**src/rtl/lsu_mem_initiator.sv**
```systemverilog
// lsu_mem_initiator: single-outstanding load/store initiator for a simple SRAM
// request/response bus, with lane steering, extension, strobes and a timeout guard.
`default_nettype none

module lsu_mem_initiator #(
    parameter int ADDR_WIDTH = 32,
    parameter int DATA_WIDTH = 32,
    parameter int TIMEOUT    = 1023
) (
    input  logic                    clk,
    input  logic                    rst,
    input  logic                    req_valid,
    output logic                    req_ready,
    input  logic                    req_wen,
    input  logic [ADDR_WIDTH-1:0]   req_addr,
    input  logic [DATA_WIDTH-1:0]   req_wdata,
    input  logic [1:0]              req_size,
    input  logic                    req_unsigned,
    output logic                    resp_valid,
    input  logic                    resp_ready,
    output logic [DATA_WIDTH-1:0]   resp_rdata,
    output logic                    resp_err,
    output logic [ADDR_WIDTH-1:0]   araddr,
    output logic                    ren,
    input  logic [DATA_WIDTH-1:0]   rdata,
    input  logic [1:0]              rresp,
    input  logic                    rvalid,
    output logic [ADDR_WIDTH-1:0]   awaddr,
    output logic [DATA_WIDTH-1:0]   wdata,
    output logic                    wen,
    output logic [DATA_WIDTH/8-1:0] wstrb,
    input  logic [1:0]              bresp,
    input  logic                    bvalid
);

    localparam int CW = $clog2(TIMEOUT + 1);
    localparam int SW = DATA_WIDTH / 8;

    typedef enum logic [2:0] {
        S_IDLE    = 3'd0,
        S_READ    = 3'd1,
        S_WRITE   = 3'd2,
        S_RELEASE = 3'd3,
        S_RESP    = 3'd4
    } state_t;

    state_t                  state_q, state_d;
    logic [CW-1:0]           cnt_q, cnt_d;
    logic [1:0]              off_q, off_d;
    logic [1:0]              size_q, size_d;
    logic                    uns_q, uns_d;
    logic                    req_ready_q, req_ready_d;
    logic                    resp_valid_q, resp_valid_d;
    logic [DATA_WIDTH-1:0]   resp_rdata_q, resp_rdata_d;
    logic                    resp_err_q, resp_err_d;
    logic [ADDR_WIDTH-1:0]   araddr_q, araddr_d;
    logic [ADDR_WIDTH-1:0]   awaddr_q, awaddr_d;
    logic [DATA_WIDTH-1:0]   wdata_q, wdata_d;
    logic [SW-1:0]           wstrb_q, wstrb_d;
    logic                    ren_q, ren_d;
    logic                    wen_q, wen_d;

    logic                    w_misal;
    logic [SW-1:0]           w_strb_base;
    logic [DATA_WIDTH-1:0]   w_lane;
    logic [DATA_WIDTH-1:0]   w_load_fmt;

    assign w_misal = (req_size == 2'd3) ||
                     ((req_size == 2'd1) && req_addr[0]) ||
                     ((req_size == 2'd2) && (req_addr[1:0] != 2'b00));

    assign w_strb_base = (req_size == 2'd0) ? SW'(4'b0001) :
                         (req_size == 2'd1) ? SW'(4'b0011) : SW'(4'b1111);

    assign w_lane = rdata >> {off_q, 3'b000};

    always_comb begin
        w_load_fmt = w_lane;
        case (size_q)
            2'd0: w_load_fmt = uns_q ? {{(DATA_WIDTH-8){1'b0}}, w_lane[7:0]}
                                     : {{(DATA_WIDTH-8){w_lane[7]}}, w_lane[7:0]};
            2'd1: w_load_fmt = uns_q ? {{(DATA_WIDTH-16){1'b0}}, w_lane[15:0]}
                                     : {{(DATA_WIDTH-16){w_lane[15]}}, w_lane[15:0]};
            default: w_load_fmt = rdata;
        endcase
    end

    always_comb begin
        state_d      = state_q;
        cnt_d        = cnt_q;
        off_d        = off_q;
        size_d       = size_q;
        uns_d        = uns_q;
        req_ready_d  = req_ready_q;
        resp_valid_d = resp_valid_q;
        resp_rdata_d = resp_rdata_q;
        resp_err_d   = resp_err_q;
        araddr_d     = araddr_q;
        awaddr_d     = awaddr_q;
        wdata_d      = wdata_q;
        wstrb_d      = wstrb_q;
        ren_d        = ren_q;
        wen_d        = wen_q;

        case (state_q)
            S_IDLE: begin
                if (req_valid && req_ready_q) begin
                    off_d       = req_addr[1:0];
                    size_d      = req_size;
                    uns_d       = req_unsigned;
                    cnt_d       = '0;
                    req_ready_d = 1'b0;
                    if (w_misal) begin
                        resp_valid_d = 1'b1;
                        resp_err_d   = 1'b1;
                        resp_rdata_d = '0;
                        state_d      = S_RESP;
                    end else if (req_wen) begin
                        awaddr_d = {req_addr[ADDR_WIDTH-1:2], 2'b00};
                        wdata_d  = req_wdata << {req_addr[1:0], 3'b000};
                        wstrb_d  = w_strb_base << req_addr[1:0];
                        wen_d    = 1'b1;
                        state_d  = S_WRITE;
                    end else begin
                        araddr_d = {req_addr[ADDR_WIDTH-1:2], 2'b00};
                        ren_d    = 1'b1;
                        state_d  = S_READ;
                    end
                end
            end
            S_READ: begin
                if (rvalid) begin
                    ren_d        = 1'b0;
                    resp_err_d   = (rresp != 2'b00);
                    resp_rdata_d = (rresp != 2'b00) ? '0 : w_load_fmt;
                    state_d      = S_RELEASE;
                end else if (cnt_q == CW'(TIMEOUT - 1)) begin
                    ren_d        = 1'b0;
                    resp_err_d   = 1'b1;
                    resp_rdata_d = '0;
                    state_d      = S_RELEASE;
                end else begin
                    cnt_d = cnt_q + CW'(1);
                end
            end
            S_WRITE: begin
                if (bvalid) begin
                    wen_d        = 1'b0;
                    resp_err_d   = (bresp != 2'b00);
                    resp_rdata_d = '0;
                    state_d      = S_RELEASE;
                end else if (cnt_q == CW'(TIMEOUT - 1)) begin
                    wen_d        = 1'b0;
                    resp_err_d   = 1'b1;
                    resp_rdata_d = '0;
                    state_d      = S_RELEASE;
                end else begin
                    cnt_d = cnt_q + CW'(1);
                end
            end
            // Wait for the responder to see the request drop before answering.
            S_RELEASE: begin
                if (!rvalid && !bvalid) begin
                    resp_valid_d = 1'b1;
                    state_d      = S_RESP;
                end
            end
            S_RESP: begin
                if (resp_ready) begin
                    resp_valid_d = 1'b0;
                    req_ready_d  = 1'b1;
                    state_d      = S_IDLE;
                end
            end
            default: begin
                state_d      = S_IDLE;
                req_ready_d  = 1'b1;
                resp_valid_d = 1'b0;
                ren_d        = 1'b0;
                wen_d        = 1'b0;
            end
        endcase
    end

    always_ff @(posedge clk or posedge rst) begin
        if (rst) begin
            state_q      <= S_IDLE;
            cnt_q        <= '0;
            off_q        <= '0;
            size_q       <= '0;
            uns_q        <= 1'b0;
            req_ready_q  <= 1'b1;
            resp_valid_q <= 1'b0;
            resp_rdata_q <= '0;
            resp_err_q   <= 1'b0;
            araddr_q     <= '0;
            awaddr_q     <= '0;
            wdata_q      <= '0;
            wstrb_q      <= '0;
            ren_q        <= 1'b0;
            wen_q        <= 1'b0;
        end else begin
            state_q      <= state_d;
            cnt_q        <= cnt_d;
            off_q        <= off_d;
            size_q       <= size_d;
            uns_q        <= uns_d;
            req_ready_q  <= req_ready_d;
            resp_valid_q <= resp_valid_d;
            resp_rdata_q <= resp_rdata_d;
            resp_err_q   <= resp_err_d;
            araddr_q     <= araddr_d;
            awaddr_q     <= awaddr_d;
            wdata_q      <= wdata_d;
            wstrb_q      <= wstrb_d;
            ren_q        <= ren_d;
            wen_q        <= wen_d;
        end
    end

    assign req_ready  = req_ready_q;
    assign resp_valid = resp_valid_q;
    assign resp_rdata = resp_rdata_q;
    assign resp_err   = resp_err_q;
    assign araddr     = araddr_q;
    assign awaddr     = awaddr_q;
    assign wdata      = wdata_q;
    assign wstrb      = wstrb_q;
    assign ren        = ren_q;
    assign wen        = wen_q;

endmodule

`default_nettype wire

```
**config.mk**
```make
export PLATFORM = sky130hd
export DESIGN_NAME = lsu_mem_initiator
export DESIGN_NICKNAME = d
export VERILOG_FILES = /design/src/rtl/lsu_mem_initiator.sv
export SDC_FILE = /design/constraint.sdc
export NUM_CORES = 1
export LEC_CHECK = 0
export CELL_PAD_IN_SITES_DETAIL_PLACEMENT = 0
export CELL_PAD_IN_SITES_GLOBAL_PLACEMENT = 1
export CORE_UTILIZATION = 38
export CTS_CLUSTER_SIZE = 28
export DETAILED_ROUTE_END_ITERATION = 12
export GPL_ROUTABILITY_DRIVEN = 0
export PLACE_DENSITY_LB_ADDON = 0.1
export SKIP_CTS_REPAIR_TIMING = 1
export SLEW_MARGIN = 20
export SYNTH_ARGS = -nofsm -noshare
export SYNTH_HDL_FRONTEND = slang
export SYNTH_SLANG_ARGS = --single-unit
```
**constraint.sdc**
```tcl
create_clock -name clk -period 9.86 [get_ports clk]
set_input_delay 1.479 -clock clk [delete_from_list [all_inputs] [get_ports clk]]
set_output_delay 1.479 -clock clk [all_outputs]
set_load 0.03 [all_outputs]
```
# Word level (Yosys, flattened, before mapping)
# Index checks and enable logic that the tools add are counted.
# word_totals
output_inout_bits	137
ff_bits	151
wordCells	123
in_bits	110
# op_classes
n_shift	3
bitwise_logic	6
n_reduce_logical	29
n_mux	49
eq_ne	20
addsub	1
# op_table
operator	count
2-to-1 mux 32 bit	8
one-hot mux 32 bit (3 select lines)	1
one-hot mux 32 bit (2 select lines)	1
2-to-1 mux 10 bit	4
<< shifter 32 x 5 -> 32 bit	1
>> shifter 32 x 5 -> 16 bit	1
one-hot mux 10 bit (3 select lines)	1
2-to-1 mux 3 bit	7
2-to-1 mux 1 bit	18
inequality test 2 bit (second input constant)	9
one-hot mux 3 bit (5 select lines)	1
AND reduction 5 bit	3
one-hot mux 1 bit (3 select lines)	4
AND reduction 4 bit	3
adder 10 x 1 -> 10 bit (second input constant)	1
equality test 10 bit (second input constant)	1
AND reduction 3 bit	3
OR reduction 3 bit	3
2-to-1 mux 4 bit	2
equality test 3 x 2 -> 1 bit (second input constant)	2
inequality test 3 bit (second input constant)	2
inverter 1 bit	6
nonzero test 2 bit	3
equality test 2 x 1 -> 1 bit (second input constant)	2
14 further kinds	21

# Logic depth before layout (Yosys ltp)
# Gate-level depths: netlist of run 1.
# depth
ltp_word	7
depth_mapped	8
mapped_depth_nobuf	7

# Least setup slack after synthesis of run 1
# No wires, ideal clock.
# synth_path
path_kind	in2reg
from	in req_addr[0]
to	reg resp_rdata_q[27], in the netlist resp_rdata[27]
required_time_ns	9.734
cell_stages	7
path_slack_ns	6.923
path_buffers	2
arrival_time_ns	2.811
setup_time_ns	0.126
path_cell_list	buf_2 > nor3_1 > or2_1 > a31oi_1 > nand2_1 > clkbuf_1 > a221o_1
# synth_between
elab_chain_cells	5
elab_cells_between_ends	7
classes_between	eq/ne: 1; reduce/logical: 6
# synth_rtl
element	line	text
start, declared	15	input logic [ADDR_WIDTH-1:0] req_addr,
nonzero test 2 bit / logical AND 1 bit (equally long branches)	70, 69	
logical AND 1 bit / logical OR 1 bit (equally long branches)	70, 68	
logical OR 1 bit *	69	((req_size == 2'd1) && req_addr[0]) ||
inequality test 2 bit (no line) *	-	
AND reduction 3 bit (no line) *	-	
end signal, assigned	210	resp_rdata_q <= resp_rdata_d;
end, declared	54	logic [DATA_WIDTH-1:0] resp_rdata_q, resp_rdata_d;
# Mark *: on every way between the ends. The rest lies on a longest branch, timed or not.
# A chain may end at the register's enable or synchronous reset.

# Worst setup path after layout of run 1
# layout_path
from	in req_addr[1]
to	reg wdata_q[24], in the netlist wdata[24]
# layout_between
elab_chain_cells	5
elab_cells_between_ends	6
classes_between	shift: 1; bitwise: 1; reduce/logical: 4
# layout_rtl
element	line	text
parallel branches: the longest is 5 deep, another holds << shifter 32 x 5 -> 32 bit	-	
end signal, assigned	214	wdata_q <= wdata_d;
end, declared	58	logic [DATA_WIDTH-1:0] wdata_q, wdata_d;
# Parallel ways; which one is timed is not known.

==> metrics.md, run 1 <==
| Metric | Value |
|---|---|
| Status | finished, final reports clean |
| CTS tree | done |
| CTS max path bufs | 2 |
| Core region area | 18700 µm² |
| Drt drc | 0 |
| Sum Neg Setup Slack | 0 ns |
| Unique masters post-synth | 65 |
| Pin count of the biggest net entering global routing | between 100 and 150 |
| Post-synthesis sequential area ratio | between 50% and 60% |
| ANT nets after route | 0 |
| Crit. End Element | flip-flop |
| Synth async-reset ratio | 100% |
| Min Clock Period, post-route | between 3 and 4 ns |
| Top cell by count, worst path | buf_4 |
| Placed Instances | around 1100 |
| Worst-margin pin slew | ~0.91 ns |
| Non-Filler Instances | between 1000 and 1500 |
| Critical Path AT | approximately 4.3 ns |
| Diode count | 0 |
| LEAKAGE | ~4.5 nW |
| Startpoint types | input port |
| Cell area after synthesis | 7230 µm² |
| Vias/cell | between 5 and 6 |
| Starting DRC count in detailed routing | ~360 |
| Total grt overflow | 0 |
| Synthesized area per cell | 11.1 µm² |
| CTS clk-pin slew, worst paths | 0.06 ns |
| Mapped Cells | approximately 650 |
| Number of antenna violations at the first check in global routing | 0 |
| Data required time of the worst path | approximately 10 ns |
| Total number of vias | 5993 |
| Number of setup violations in the final report | 0 |
| Setup skew after layout | between 0.008 and 0.009 ns |
| WS Path Type | input port to flip-flop |
| Max stage delay cell, worst path | buf_4 |
| Period utilization | just over 40% |
| Root Driver | clkbuf_16 |
| Final net count | a little under 1000 |
| Vias in the first global route | between 6000 and 7000 |
| Clock Sinks | around 150 |
| RSZ-0062 raised after global routing | false |
| Clock buffer count from CTS | 17 |
| Post-synth top cells | dfrtp_1, nand2_1, mux2_2 |
| P&R area growth vs syn | 43.1% |
| CTS H-tree lvls | 4 |
| Number of enable flip-flop cells after synthesis | 0 |
| Die Span Y | roughly 140 µm |
| Total die area | 19600 µm² |
| HPWL Detailed | approximately 14000 µm |
| Peak Freq | around 250 MHz |
| Slew margin rel. | 39.3% |
| Yosys warning total | 0 |
| Post-synth top flop | dfrtp_1 |
| First-pass GRT wire length | 32500 µm |
| Yosys reg bits | 151 |
| GRT Total Usage | a little over a fifth |
| CP max stage delay | roughly 0.61 ns |
| Die X | 140 µm |
| I/O Pins | between 200 and 250 |
| Layout Utilization | a little under three fifths |
| Synth area leader | dfrtp_1 |
| Endpoints failing hold | 0 |
| Top cell type's share of synthesized area | approximately half |
| Number of max-cap violations | 0 |
| Pins Over Slew Limit | 0 |
| Critical Path, Cell by Cell | clkdlybuf4s50_1 > buf_4 > nor3_1 > or2_1 > nand3_4 > buf_4 > mux2_2 |
| Port bufs | 242 |
| Worst hold-check path type | flip-flop to flip-flop |
| Post-DP Area | between 9000 and 10000 µm² |
| Top cells by area, synth | dfrtp_1, mux2_2, mux2i_1, nand2_1, o21ai_0 |
| Share of cells above drive strength 1 | between 10% and 20% |
| Cell with the most instances after synthesis | dfrtp_1 |
| Peak fanout along the critical path | 63 |
| 1st-pass router iterations | 7 |
| Pwr/cell area | around 310 nW/µm² |
| Worst skew pair latency | between 0.4 and 0.5 ns |
| Fin area | approximately 10000 µm² |
| IR drop worst, VDD | 191 µV |
| Initial Util | around two fifths |
| Row Count | 50 |
| WL per Instance | approximately 18 µm |
| Drt total wl | 20200 µm |
registers in the layout, indices dropped and copies added, names as in the netlist, 2 cells and up:
| name | flops |
|---|---|
| cnt_q | 10 |
| awaddr | 30 |
| araddr | 30 |
| resp_rdata | 32 |
| off_q | 2 |
| wdata | 32 |
| state_q | 3 |
| wstrb | 4 |
| size_q | 2 |
critical path: cells and delay by family:
family | cells | cell delay (ns)
buffers and inverters | 3 | 1.44
AND/OR/NAND/NOR | 3 | 0.93
multiplexers | 1 | 0.40
routing by layer:
layer	up-vias	GRT usage, %	part of all wire [%]
li1	2793	-	-
met1	2949	26.1	42
met2	224	33.7	47
met3	27	8.48	9.0
met4	0	6.94	1.8
met5	-	0	0
where the power goes:
group / switching (mW) / leakage, nW / internal, mW
sequential: 0.187 / 1.96 / 0.857
combinational: 0.849 / 2.26 / 0.663
clock: 0.280 / 0.280 / 0.361
total: 1.32 / 4.50 / 1.88
placed cells by master (no fill, tap or decap), drive strengths merged, types with 3 or more instances in the layout:
master,count
nor2,36
conb,4
nand2,73
nand2b,5
a21o,8
o31ai,13
clkdlybuf4s50,241
or4,3
a221o,16
a211oi,9
clkbuf,18
o2bb2ai,8
a221oi,8
or3,5
dfrtp,150
nand3,5
nand3b,9
and2,3
or2,3
mux2,69
buf,7
inv,22
clkinv,5
o21ai,40
nor3,5
mux2i,37
nor2b,9
a21oi,40
through the flow:
step                      total power [mW]  setup WS [ns]  hold WS (ns)
after floorplan                       1.93           4.32         0.452
final                                 3.20           5.89         0.478
after CTS                             3.22           5.83         0.484
after global routing                  3.37           5.73         0.500
after global placement                2.54           5.46         0.461
after detailed placement              2.57           5.37         0.469
cell families after synthesis:
logic type	Yosys count	share of synthesized area [%]
AO/OA/AOI/OAI	164	15.6
XOR/XNOR	1	0.381
adder cells (fa/ha/maj)	2	0.346
buffers and inverters	65	4.26
flip-flops	151	52.3
multiplexers	106	16.4
other	1	0.0519
AND/OR/NAND/NOR	162	10.8
final timing paths:
check | start | cells after the start | to | slack [ns]
max | req_addr[1] | 7 | wdata[24] | 5.89
min | resp_rdata[13] | 1 | resp_rdata[13] | 0.48
max reg2reg | state_q[1] | 5 | wdata[29] | 6.68
min reg2reg | resp_rdata[13] | 1 | resp_rdata[13] | 0.48
max in group asynchronous | rst | 3 | araddr[14] | 6.96
min in group asynchronous | rst | 2 | resp_rdata[12] | 1.63
final cells by class:
type                    count  area [µm²]
fillers                  1604        8360
flip-flops and latches    151        3780
multi-input cells         439        3170
repair buffers            248        2460
clock buffers              18         439
well taps                 234         293
clock inverters            14         140
inverters                  16        65.1
Power figures use the tool's default switching activity.
==> inputs of run 2 (changes only) <==
--- a/config.mk
+++ b/config.mk
@@ -7,7 +7,7 @@
 export LEC_CHECK = 0
 export CELL_PAD_IN_SITES_DETAIL_PLACEMENT = 0
 export CELL_PAD_IN_SITES_GLOBAL_PLACEMENT = 1
-export CORE_UTILIZATION = 38
+export CORE_UTILIZATION = 35
 export CTS_CLUSTER_SIZE = 28
 export DETAILED_ROUTE_END_ITERATION = 12
 export GPL_ROUTABILITY_DRIVEN = 0
==> constraint.sdc (replaced) <==
create_clock -name clk -period 4.1 [get_ports clk]
set_input_delay 0.615 -clock clk [delete_from_list [all_inputs] [get_ports clk]]
set_output_delay 0.615 -clock clk [all_outputs]
set_load 0.03 [all_outputs]
==> run 2 against run 1 <==
Core utilization decreased by 3.8 points. Clock-buffer cell count unchanged. Sequential power increased by 140%. Critical path depth decreased by 1. First-iteration DRC count decreased by 28%. Wire length increased by 4.0%. Cell area increased by 0.71%. Power increased by 140%. Global-route usage decreased by 0.98 points. Clock power increased by 140%.
==> metrics.md, run 2 (synthesis results as in run 1) <==
| Metric | Value |
|---|---|
| Port bufs | 242 (unchanged) |
| Peak Freq | approximately 380 MHz |
| Clock Sinks | 151 (unchanged) |
| Total power | 7.69 mW (+140%) |
| Vias in the first global route | 6268 (+1.0%) |
| Data required time of the worst path | 4.41 ns (-5.76 ns) |
| GRT Total Usage | 20.2% (-0.98 points) |
| Non-Filler Instances | 1160 (+3.6%) |
| Total grt overflow | 0 (unchanged) |
| Critical Path AT | 2.93 ns (-1.35 ns) |
| Starting DRC count in detailed routing | 258 (-28%) |
| Diode count | 0 (unchanged) |
| Most frequent cells in the layout | clkdlybuf4s50_1, dfrtp_1, nand2_1, mux2_2, o21ai_0 |
| CTS max path bufs | 2 (unchanged) |
| Status | finished, final reports clean |
| Number of max-cap violations | 0 (unchanged) |
| IR drop worst, VDD | 435 µV (+130%) |
| Root Driver | clkbuf_16 |
| Critical Path, Cell by Cell | clkdlybuf4s50_1 > a21oi_1 > or2_1 > nand3_4 > buf_4 > mux2_2 |
| First-pass GRT wire length | 33500 µm (+3.1%) |
| Reg2Reg Capture Point | awaddr[25] |
| Number of antenna violations at the first check in global routing | 0 (unchanged) |
| Core region area | 20200 µm² (+8.2%) |
| Critical path endpoint | awaddr[25] |
| LEAKAGE | 4.52 nW (+0.45%) |
| Worst hold-check path type | input port to flip-flop |
| Die Span Y | 146 µm (+4.1%) |
| Peak fanout along the critical path | 94 (+49%) |
| Worst setup path startpoint | req_size[0] |
| WS Path Type | input port to flip-flop |
| Drt total wl | 21000 µm (+4.0%) |
| P&R area growth vs syn | 44.1% |
| Critical path buffer and inverter count | 2 (-1) |
| Pin count of the biggest net entering global routing | 95 (-5.9%) |
| RSZ-0062 raised after global routing | false |
| Reg2reg path depth | 5 (unchanged) |
| Critical path depth | 6 (-1) |
| Pins Over Slew Limit | 0 (unchanged) |
| Die X | 146 µm (+4.1%) |
| Sum Neg Setup Slack | 0 ns (unchanged) |
| # fillers | 1829 (+14%) |
| Min Clock Period, post-route | 2.63 ns |
| ANT nets after route | 0 (unchanged) |
| Crit. End Element | flip-flop |
| Row Count | 52 (+4.0%) |
| Worst reg2reg path startpoint | state_q[1] |
| Initial Util | 35.7% (-2.9 points) |
| Setup skew after layout | 0.00998 ns (+0.00146 ns) |
| Total number of vias | 5869 (-2.1%) |
| Final net count | 989 (+0.41%) |
| Placed Instances | 1128 (+3.7%) |
| CP max stage delay | 0.79 ns (+0.18 ns) |
| WL per Instance | 18.1 µm (+0.39%) |
| Worst skew pair latency | 0.43 ns (about the same) |
| Clock buffer count from CTS | 17 (unchanged) |
| CTS clk-pin slew, worst paths | 0.06 ns (about the same) |
| Endpoints failing hold | 0 (unchanged) |
| R2R Setup Slk | 1.55 ns (-5.13 ns) |
| Max stage delay cell, worst path | buf_4 |
| Number of setup violations in the final report | 0 (unchanged) |
| HPWL Detailed | 15200 µm (+5.3%) |
| Slew margin rel. | 28.7% (-11 points) |
| Worst-margin pin slew | 1.07 ns (+0.159 ns) |
| CP top delay family | buffers and inverters |
| Commonest non-fill, non-tap cell in the layout | clkdlybuf4s50_1 |
| CTS H-tree lvls | 4 (unchanged) |
| I/O Pins | 247 (unchanged) |
| 1st-pass router iterations | 4 (-3) |
| CTS tree | done |
| Drt drc | 0 (unchanged) |
| Period utilization | between 60 and 70% |
| Vias/cell | 5.06 (-5.4%) |
| Pwr/cell area | 738 nW/µm² (+140%) |
| Total die area | 21200 µm² (+8.4%) |
| Share of cells above drive strength 1 | 13.7% (+0.28 points) |
| Startpoint types | input port |
run 2: worst min-delay path by stage:
stage / startpoint / end / slack, ns / cells after the start
2_1_floorplan: cnt_q[7] / cnt_q[7] / 0.45 / 1
3_3_place_gp: wdata[8] / wdata[8] / 0.46 / 2
3_5_place_dp: resp_rdata[12] / resp_rdata[12] / 0.47 / 1
4_1_cts: req_addr[0] / off_q[0] / 0.44 / 3
5_1_grt: req_addr[0] / off_q[0] / 0.46 / 3
6_report: req_addr[0] / off_q[0] / 0.46 / 3
run 2: layout make-up:
class                           count  area [µm²]  share of cell area, %
Clock buffer                       18         439                   4.21
Clock inverter                     14         130                   1.25
Tap cell                          270         338                   3.24
Timing Repair Buffer              252        2500                   24.0
Sequential cell                   151        3780                   36.3
Inverter                           16        63.8                  0.612
Multi-Input combinational cell    439        3170                   30.4
run 2: metrics by stage:
| step | instance area [µm²] | setup WS (ns) | hold WS (ns) | util [%] |
|---|---|---|---|---|
| 6_report | 10400 | 1.47 | 0.458 | 51.5 |
| 5_1_grt | 10400 | 1.36 | 0.457 | 51.5 |
| 4_1_cts | 10400 | 1.44 | 0.441 | 51.5 |
| 3_5_place_dp | 9850 | 0.995 | 0.470 | 48.7 |
| 3_3_place_gp | 9850 | 1.05 | 0.463 | 48.7 |
| 2_1_floorplan | 7250 | 1.58 | 0.452 | - |
run 2: metal layers:
layer	vias up	part of all wire, %	track usage, %	wire (µm)
met4	0	1.6	5.95	337
met5	-	0	0	0
li1	2799	-	-	-
met2	179	50	34.8	10400
met1	2871	40	23.0	8470
met3	20	8.1	7.96	1700
run 2: where the power goes:
group	switching (mW)	internal [mW]
sequential	0.461	2.06
combinational	2.04	1.61
clock	0.701	0.822
total	3.20	4.49
run 2: worst min-delay path, cell delays in order:
cell and delay, ns:
buf_2 0.12, nand2_1 0.06, nand2_1 0.05
